[src/rtl/multicycle_controller_pkg.sv]
// Shared encodings for the multicycle control unit:
// states, opcodes, functs, aluop and ALU control codes.
package multicycle_controller_pkg;

  typedef enum logic [3:0] {
    FETCH,
    DECODE,
    MEMADR,
    MEMRD,
    MEMWB,
    MEMWR,
    EXECUTE,
    ALUWB,
    BRANCH,
    ADDIEXEC,
    ADDIWB,
    JUMP
  } state_t;

  localparam logic [5:0] OP_RTYPE = 6'b000000;
  localparam logic [5:0] OP_LW    = 6'b100011;
  localparam logic [5:0] OP_SW    = 6'b101011;
  localparam logic [5:0] OP_BEQ   = 6'b000100;
  localparam logic [5:0] OP_ADDI  = 6'b001000;
  localparam logic [5:0] OP_J     = 6'b000010;

  localparam logic [5:0] FN_ADD = 6'b100000;
  localparam logic [5:0] FN_SUB = 6'b100010;
  localparam logic [5:0] FN_AND = 6'b100100;
  localparam logic [5:0] FN_OR  = 6'b100101;
  localparam logic [5:0] FN_SLT = 6'b101010;

  typedef enum logic [1:0] {
    ALUOP_ADD   = 2'b00,
    ALUOP_SUB   = 2'b01,
    ALUOP_FUNCT = 2'b10
  } aluop_t;

  localparam logic [2:0] AC_AND = 3'b000;
  localparam logic [2:0] AC_OR  = 3'b001;
  localparam logic [2:0] AC_ADD = 3'b010;
  localparam logic [2:0] AC_SUB = 3'b110;
  localparam logic [2:0] AC_SLT = 3'b111;

endpackage

[src/rtl/multicycle_controller_if.sv]
// Controller <-> datapath bundle: instruction fields
// and flag in, datapath control strobes out.
interface multicycle_controller_if;
  logic [5:0] op;
  logic [5:0] funct;
  logic       zero;
  logic       iord;
  logic       memwrite;
  logic       irwrite;
  logic       regdst;
  logic       memtoreg;
  logic       regwrite;
  logic       alusrca;
  logic [1:0] alusrcb;
  logic [1:0] pcsrc;
  logic       pcen;
  logic [2:0] alucontrol;
  logic       illegal;

  modport master (
    input  op, funct, zero,
    output iord, memwrite, irwrite, regdst,
    output memtoreg, regwrite, alusrca, alusrcb,
    output pcsrc, pcen, alucontrol, illegal
  );

  modport slave (
    output op, funct, zero,
    input  iord, memwrite, irwrite, regdst,
    input  memtoreg, regwrite, alusrca, alusrcb,
    input  pcsrc, pcen, alucontrol, illegal
  );
endinterface

[src/rtl/multicycle_controller_alu_decoder.sv]
// Maps aluop (and funct for R-type) to the ALU
// control code; flags functs the ALU cannot run.
module alu_decoder
  import multicycle_controller_pkg::*;
(
  input  aluop_t     aluop,
  input  logic [5:0] funct,
  output logic [2:0] alucontrol,
  output logic       bad_funct
);

  always_comb begin
    alucontrol = AC_ADD;
    bad_funct  = 1'b0;
    unique case (aluop)
      ALUOP_SUB: alucontrol = AC_SUB;
      ALUOP_FUNCT: begin
        case (funct)
          FN_ADD:  alucontrol = AC_ADD;
          FN_SUB:  alucontrol = AC_SUB;
          FN_AND:  alucontrol = AC_AND;
          FN_OR:   alucontrol = AC_OR;
          FN_SLT:  alucontrol = AC_SLT;
          default: bad_funct  = 1'b1;
        endcase
      end
      default: alucontrol = AC_ADD;
    endcase
  end

endmodule

[src/rtl/multicycle_controller.sv]
// Moore control FSM for the multicycle MIPS-style
// datapath; only pcen looks at the live zero flag.
module multicycle_controller
  import multicycle_controller_pkg::*;
(
  input  logic clk,
  input  logic reset,
  multicycle_controller_if.master bus
);

  state_t state, next, cs;
  aluop_t aluop;
  logic   pcwrite, branch, bad_op, bad_funct;
  logic   irwrite, memwrite, regwrite;

  always_ff @(posedge clk) begin
    if (reset) state <= FETCH;
    else       state <= next;
  end

  // During reset the outputs look like FETCH with
  // every write strobe suppressed below.
  assign cs = reset ? FETCH : state;

  always_comb begin
    next         = FETCH;
    aluop        = ALUOP_ADD;
    pcwrite      = 1'b0;
    branch       = 1'b0;
    bad_op       = 1'b0;
    irwrite      = 1'b0;
    memwrite     = 1'b0;
    regwrite     = 1'b0;
    bus.iord     = 1'b0;
    bus.regdst   = 1'b0;
    bus.memtoreg = 1'b0;
    bus.alusrca  = 1'b0;
    bus.alusrcb  = 2'b00;
    bus.pcsrc    = 2'b00;
    unique case (cs)
      FETCH: begin
        bus.alusrcb = 2'b01;
        irwrite     = 1'b1;
        pcwrite     = 1'b1;
        next        = DECODE;
      end
      DECODE: begin
        bus.alusrcb = 2'b11;
        case (bus.op)
          OP_LW, OP_SW: next = MEMADR;
          OP_RTYPE:     next = EXECUTE;
          OP_BEQ:       next = BRANCH;
          OP_ADDI:      next = ADDIEXEC;
          OP_J:         next = JUMP;
          default:      bad_op = 1'b1;
        endcase
      end
      MEMADR: begin
        bus.alusrca = 1'b1;
        bus.alusrcb = 2'b10;
        next = (bus.op == OP_SW) ? MEMWR : MEMRD;
      end
      MEMRD: begin
        bus.iord = 1'b1;
        next     = MEMWB;
      end
      MEMWB: begin
        bus.memtoreg = 1'b1;
        regwrite     = 1'b1;
      end
      MEMWR: begin
        bus.iord = 1'b1;
        memwrite = 1'b1;
      end
      EXECUTE: begin
        bus.alusrca = 1'b1;
        aluop       = ALUOP_FUNCT;
        next        = ALUWB;
      end
      ALUWB: begin
        bus.regdst = 1'b1;
        regwrite   = 1'b1;
      end
      BRANCH: begin
        bus.alusrca = 1'b1;
        aluop       = ALUOP_SUB;
        bus.pcsrc   = 2'b01;
        branch      = 1'b1;
      end
      ADDIEXEC: begin
        bus.alusrca = 1'b1;
        bus.alusrcb = 2'b10;
        next        = ADDIWB;
      end
      ADDIWB: regwrite = 1'b1;
      JUMP: begin
        bus.pcsrc = 2'b10;
        pcwrite   = 1'b1;
      end
      default: next = FETCH;
    endcase
  end

  alu_decoder u_alu_decoder (
    .aluop      (aluop),
    .funct      (bus.funct),
    .alucontrol (bus.alucontrol),
    .bad_funct  (bad_funct)
  );

  assign bus.irwrite  = irwrite & ~reset;
  assign bus.memwrite = memwrite & ~reset;
  assign bus.regwrite = regwrite & ~reset;
  assign bus.pcen     = (pcwrite | (branch & bus.zero)) & ~reset;
  assign bus.illegal  = (bad_op | bad_funct) & ~reset;

endmodule

[src/flat_wrapper.sv]
// flat-port wrapper written by rule: the top's interface ports become plain ports
module multicycle_controller_flat import multicycle_controller_pkg::*;
  (clk, reset, bus_op, bus_funct, bus_zero, bus_iord, bus_memwrite, bus_irwrite, bus_regdst, bus_memtoreg, bus_regwrite, bus_alusrca, bus_alusrcb, bus_pcsrc, bus_pcen, bus_alucontrol, bus_illegal);
  multicycle_controller_if bus_i ();
  input  logic clk;
  input  logic reset;
  input wire logic [$bits(bus_i.op)-1:0] bus_op;
  input wire logic [$bits(bus_i.funct)-1:0] bus_funct;
  input wire logic [$bits(bus_i.zero)-1:0] bus_zero;
  output wire logic [$bits(bus_i.iord)-1:0] bus_iord;
  output wire logic [$bits(bus_i.memwrite)-1:0] bus_memwrite;
  output wire logic [$bits(bus_i.irwrite)-1:0] bus_irwrite;
  output wire logic [$bits(bus_i.regdst)-1:0] bus_regdst;
  output wire logic [$bits(bus_i.memtoreg)-1:0] bus_memtoreg;
  output wire logic [$bits(bus_i.regwrite)-1:0] bus_regwrite;
  output wire logic [$bits(bus_i.alusrca)-1:0] bus_alusrca;
  output wire logic [$bits(bus_i.alusrcb)-1:0] bus_alusrcb;
  output wire logic [$bits(bus_i.pcsrc)-1:0] bus_pcsrc;
  output wire logic [$bits(bus_i.pcen)-1:0] bus_pcen;
  output wire logic [$bits(bus_i.alucontrol)-1:0] bus_alucontrol;
  output wire logic [$bits(bus_i.illegal)-1:0] bus_illegal;
  assign bus_i.op = bus_op;
  assign bus_i.funct = bus_funct;
  assign bus_i.zero = bus_zero;
  assign bus_iord = bus_i.iord;
  assign bus_memwrite = bus_i.memwrite;
  assign bus_irwrite = bus_i.irwrite;
  assign bus_regdst = bus_i.regdst;
  assign bus_memtoreg = bus_i.memtoreg;
  assign bus_regwrite = bus_i.regwrite;
  assign bus_alusrca = bus_i.alusrca;
  assign bus_alusrcb = bus_i.alusrcb;
  assign bus_pcsrc = bus_i.pcsrc;
  assign bus_pcen = bus_i.pcen;
  assign bus_alucontrol = bus_i.alucontrol;
  assign bus_illegal = bus_i.illegal;
  multicycle_controller u_core (.clk(clk), .reset(reset), .bus(bus_i));
endmodule
[config.mk]
export PLATFORM = sky130hd
export DESIGN_NAME = multicycle_controller_flat
export DESIGN_NICKNAME = d
export VERILOG_FILES = /design/src/rtl/multicycle_controller_pkg.sv /design/src/rtl/multicycle_controller_if.sv /design/src/rtl/multicycle_controller_alu_decoder.sv /design/src/rtl/multicycle_controller.sv /design/src/flat_wrapper.sv
export SDC_FILE = /design/constraint.sdc
export NUM_CORES = 1
export LEC_CHECK = 0
export CAP_MARGIN = 20
export CORE_AREA = 5 5 42 44
export DETAILED_ROUTE_END_ITERATION = 6
export DIE_AREA = 0 0 47 49
export DONT_BUFFER_PORTS = 1
export PLACE_DENSITY_LB_ADDON = 0.15
export SLEW_MARGIN = 20
export SYNTH_ARGS = -nofsm -noshare
export SYNTH_HDL_FRONTEND = slang
export SYNTH_SLANG_ARGS = --single-unit
[constraint.sdc]
create_clock -name clk -period 4.3 [get_ports clk]
set_input_delay 0.43 -clock clk [delete_from_list [all_inputs] [get_ports clk]]
set_output_delay 0.43 -clock clk [all_outputs]
set_load 0.1 [all_outputs]
; Word-level counts from Yosys, hierarchy flattened
; Index checks and enable logic that the tools add are counted.
[word_totals]
ff_bits = 4
inputBits = 15
out_inout_bits = 16
word_cells = 65
[classes]
eq_ne = 23
muxes = 22
n_bitwise = 9
n_reduce_logical = 10
[ops]
columns = op, count
row1 = equality test 6 bit (second input constant), 7
row2 = case mux 4 bit (6 select lines), 1
row3 = case mux 4 bit (5 select lines), 1
row4 = equality test 4 x 3 -> 1 bit (second input constant), 4
row5 = equality test 4 bit (second input constant), 4
row6 = 2-to-1 mux 1 bit, 13
row7 = case mux 3 bit (4 select lines), 1
row8 = equality test 4 x 2 -> 1 bit (second input constant), 2
row9 = case mux 2 bit (2 select lines), 2
row10 = OR reduction 2 bit, 4
row11 = AND 1 bit, 6
row12 = equality test 6 x 2 -> 1 bit (second input constant), 1
row13 = equality test 6 x 3 -> 1 bit (second input constant), 1
row14 = equality test 6 x 4 -> 1 bit (second input constant), 1
row15 = zero test 6 bit, 1
row16 = case mux 2 bit (3 select lines), 1
row17 = case mux 3 bit (2 select lines), 1
row18 = OR reduction 6 bit, 1
row19 = OR reduction 5 bit, 1
row20 = equality test 4 x 1 -> 1 bit (second input constant), 1
row21 = zero test 4 bit, 1
row22 = 2-to-1 mux 4 bit, 1
row23 = OR reduction 4 bit, 1
row24 = 2-to-1 mux 3 bit, 1
row25 = other kinds (5), 6

; Logic depth before layout (Yosys ltp)
[logic_depth]
ltp_word = 7
mapped_depth = 7
ltp_nobuf = 6

; By module
; A second synthesis with hierarchy kept.
[hier_totals]
hier_cells = 94
hier_area_um2 = 663.1
[by_module_without_submodules]
columns = module, instances, cells_per_inst, area_per_inst_um2, seq_area_each_um2
row1 = multicycle_controller, 1, 74, 514.2, 80.1
row2 = alu_decoder, 1, 20, 148.9, 0.0

; Worst setup path after synthesis
; No wires, ideal clock.
[synth_path]
kind = register -> output
startpoint = register u_core.state[1]
endpoint = output port bus_regwrite
arrival_time_ps = 3380
required_ps = 3870
path_slack_ps = 490
path_stages_with_launch = 6
n_path_buf = 1
cell_sequence = dfxtp_1 > clkbuf_1 > or3b_2 > o21ai_1 > nor2_1 > a211oi_1
[synth_between]
elab_chain_len = 5
word_cells_on_any_way = 7
cone_classes = 3 x eq/ne / 2 x mux / 1 x bitwise / 1 x reduce/logical
[synth_rtl]
columns = element, line
row1 = start: declaration, multicycle_controller.sv:11  ; state_t state, next, cs;
row2 = start signal: assignment, multicycle_controller.sv:18  ; else state <= next;
row3 = 2-to-1 mux 4 bit *, multicycle_controller.sv:23  ; assign cs = reset ? FETCH : state;
row4 = equality test 4 x 3 -> 1 bit / equality test 4 bit (equally long branches), multicycle_controller.sv:40  ; unique case (cs)
row5 = OR reduction 3 bit (no line) *, --
row6 = 2-to-1 mux 1 bit *, multicycle_controller.sv:40
row7 = AND 1 bit *, multicycle_controller.sv:113  ; assign bus.regwrite = regwrite & ~reset;
row8 = end: declaration, flat_wrapper.sv:15  ; output wire logic [$bits(bus_i.regwrite)-1:0] bus_regwrite;
; Mark *: on every way between the ends. The rest lies on a longest branch, timed or not.

; Worst setup path after layout
[layout_path]
startpoint = register u_core.state[2]
endpoint = output port bus_regwrite
; The elaborated chain is that of the path after synthesis.

==> flow_summary.yaml <==
clock_network:
  insertion_delay_ns: 0.23
  ctsHoldBuffers: 0
  root_buffer: "clkbuf_4"
  cts_repair_resize_count: 0
  clock_tree_from_tritoncts: "yes"
  post_cts_setup_buffer_count: 0
  clock-sinks: 4
  cts-buffers-inserted: 3
  clockBufferDepth: 2
  ctsHtreeMaxLevel: 1
  clkSlewWorstSetupHoldPaths_ns: 0.04
sta:
  layout_min_cycle_time_ns: 2.99
  rsz0062_at_grt: "false"
  report.final.setup_viol: 0
  maxSlewHeadroom_pct: 25.9
  fin_hold_ws_ns: 0.259
  finalHoldViolations: 0
  fin_tns_setup_ns: 0
  clock_skew_ns: 0.00164
  maxClockFrequency_ghz: 0.335
  finalMaxSlewViolations: 0
  postLayoutSetupSlackWorst_ns: 1.31
  max_slew.worst_pin.slew_ns: 1.11
  fin_crit_sh_pct: 69.5
final_layout:
  top_register: "u_core.state"
  largest_register_ff_count: 4
  finalNetCount: 114
  filler_cell_count: 132
  insertedDiodeCount: 0
  reg_top3: "u_core.state x4"
  layout.cell_area.non_filler_um2: 853
  post_route_cells_drive_above_1_share_pct: 30.9
  syn2layout_area_growth_pct: 35.6
  finish.cell_count_without_fillers: 110
critical_path:
  setup.worst_path.start_class: "flip-flop"
  r2r_slack_ns: 2.69
  timing.critical_path.arrival_ns: 2.56
  critical_path.endpoint_type: "output port"
  r2r.worst_path.cells: 4
  path_max_fanout: 14
  worstSetupPathType: "flip-flop to output port"
  crit_path_start: "u_core.state[2]$_SDFF_PP0_"
  required_ns: 3.87
  rr_startpoint: "u_core.state[0]$_SDFF_PP0_"
route:
  drt-initial-drc-count: 13
  detailedRoute.firstPassIterationCount: 4
  drc_errors: 0
  detail-route-antenna-nets: 0
  postRouteWirelength_mm: 1.63
  num_vias: 659
  wl_per_cell_um: 14.8
  avgViaCountPerCell: 5.99
synthesis:
  yosysWarnings: 0
  yosys.cell_types.count: 37
  syn-cell-area_um2: 629
  synthesis.nets: 108
  yosys_register_bits: 4
  synth_largest_area_cell: "dfxtp_1"
  synth-edff-count: 0
  synthCells: 90
  ys_seq_area_share_pct: 12.7
  synthDominantCellAreaShare_pct: 12.7
  postSynth.asyncResetShare_pct: 0
  synth-main-ff-cell: "dfxtp_1"
  post_synth.cell_area_avg_um2: 6.99
  post-synth-top-count-cell: "nor2_1"
  yosys-top-cells-count: "12 x nor2_1, 7 x nand3_1, 7 x nor3_1"
  synth.top_cells.by_area: "dfxtp_1 13%, nor2_1 7.2%, ha_1 6.0%, nor2b_1 6.0%, nand3_1 5.6%"
power:
  static-leakage-power_nw: 0.291
  clock_power_share_pct: 30.6
  internal_power_w: 0.0000910
  p_per_area_nw_per_um2: 177
  power.switching_fraction_pct: 39.8
  power_frac_seq_pct: 28.9
  irDropWorstVdd_uv: 154
  p_comb_share_pct: 40.5
  net_switching_power_of_the_design_w: 0.0000601
global_routing:
  grt_start_max_net_pins: 15
  grt_pass1_wl_mm: 2.70
  grt.total_usage_pct: 14.9
  first_global_vias: 640
  grt_remaining_overflow: 0
  antenna_found_initial: 0
run:
  cap_viol_max_count: 0
worst_hold_path:
  hold_path_depth: 1
  hold_path_startpoint: "reset"
  classification_of_the_worst_slack_hold_path: "input pin to flip-flop"
die:
  std_cell_rows: 14
  design.core.area_um2: 1400
  chipWidth_um: 47
  vert_die_dim_um: 49
  io_pins: 31
  starting_density_of_the_core_pct: 44.9
  floorplan_die_area_um2: 2300
outcome:
  outcome: "finished clean"
placement:
  dpl.cell_count: 107
  dpl-instance-area_um2: 831
  post-place-ws_ns: 1.56
  gp_congestion: 0.769
  place.port_buffers: 0
  detailedPlacementHpwl_mm: 1.29
-- power by group through the flow --
| stage | Sequential [W] | Combinational, W | Clock (W) |
|---|---|---|---|
| after floorplan | 0.0000398 | 0.0000522 | 0 |
| after global placement | 0.0000439 | 0.0000610 | 0 |
| after detailed placement | 0.0000442 | 0.0000616 | 0 |
| after CTS | 0.0000436 | 0.0000616 | 0.0000479 |
| after global routing | 0.0000441 | 0.0000644 | 0.0000504 |
| final | 0.0000436 | 0.0000612 | 0.0000462 |
-- worst paths after layout --
| kind | end |
|---|---|
| worst max register to register | u_core.state[1]$_SDFF_PP0_ |
| worst min register to register | u_core.state[2]$_SDFF_PP0_ |
| worst min-delay path | u_core.state[0]$_SDFF_PP0_ |
| worst max-delay path | bus_regwrite |
-- layer usage --
| layer | vias to the layer above | global-route usage, % | wire length, um |
|---|---|---|---|
| met5 | - | 0 | 0 |
| met4 | 0 | 3.23 | 0 |
| met3 | 0 | 5.54 | 80 |
| met2 | 15 | 21.9 | 797 |
| met1 | 305 | 20.4 | 751 |
| li1 | 339 | - | - |
-- worst max-delay path: stages, from the launching register on --
cell,delay (ns)
dfxtp_1,0.65
or3b_2,0.54
o21ai_1,0.10
nor2_1,0.09
a211oi_4,0.94
-- per-stage QoR --
step           util (%)  power (W)
3_3_place_gp       59.3   0.000105
4_1_cts            60.9   0.000153
6_report           60.9   0.000151
2_1_floorplan         -  0.0000921
3_5_place_dp       59.3   0.000106
5_1_grt            60.9   0.000159
-- cells by family (layout without fill, tap and decap cells) --
kind of cell / after synthesis / after routing / synth area share, %
fa+ha+maj: 3 / 3 / 5.96
mux: 2 / 2 / 3.38
simple gates: 51 / 51 / 44.7
buf+inv: 8 / 12 / 4.77
compound gates: 19 / 19 / 24.3
xor+xnor: 3 / 3 / 4.18
flops: 4 / 4 / 12.7
-- layout make-up --
cell class | instances | area [um^2] | share of cell area [%]
timing repair buffer | 7 | 140 | 16.4
clock buffer | 3 | 22.5 | 2.64
tap | 16 | 20.0 | 2.35
multi-input combinational | 78 | 583 | 68.3
sequential | 4 | 80.1 | 9.38
inverter | 2 | 7.51 | 0.880
-- placed cells by master, fill, tap and decap left out, types with 3 or more instances in the layout --
| cell type | n |
|---|---|
| nor2_2 | 4 |
| clkbuf_16 | 5 |
| clkbuf_4 | 3 |
| nor2b_1 | 5 |
| ha_1 | 3 |
| nor2_1 | 8 |
| nand2b_1 | 5 |
| nand2_1 | 4 |
| o21ai_0 | 4 |
| nand3_1 | 7 |
| nor3_2 | 5 |
| dfxtp_1 | 4 |
(Power assumes the default switching activity.)
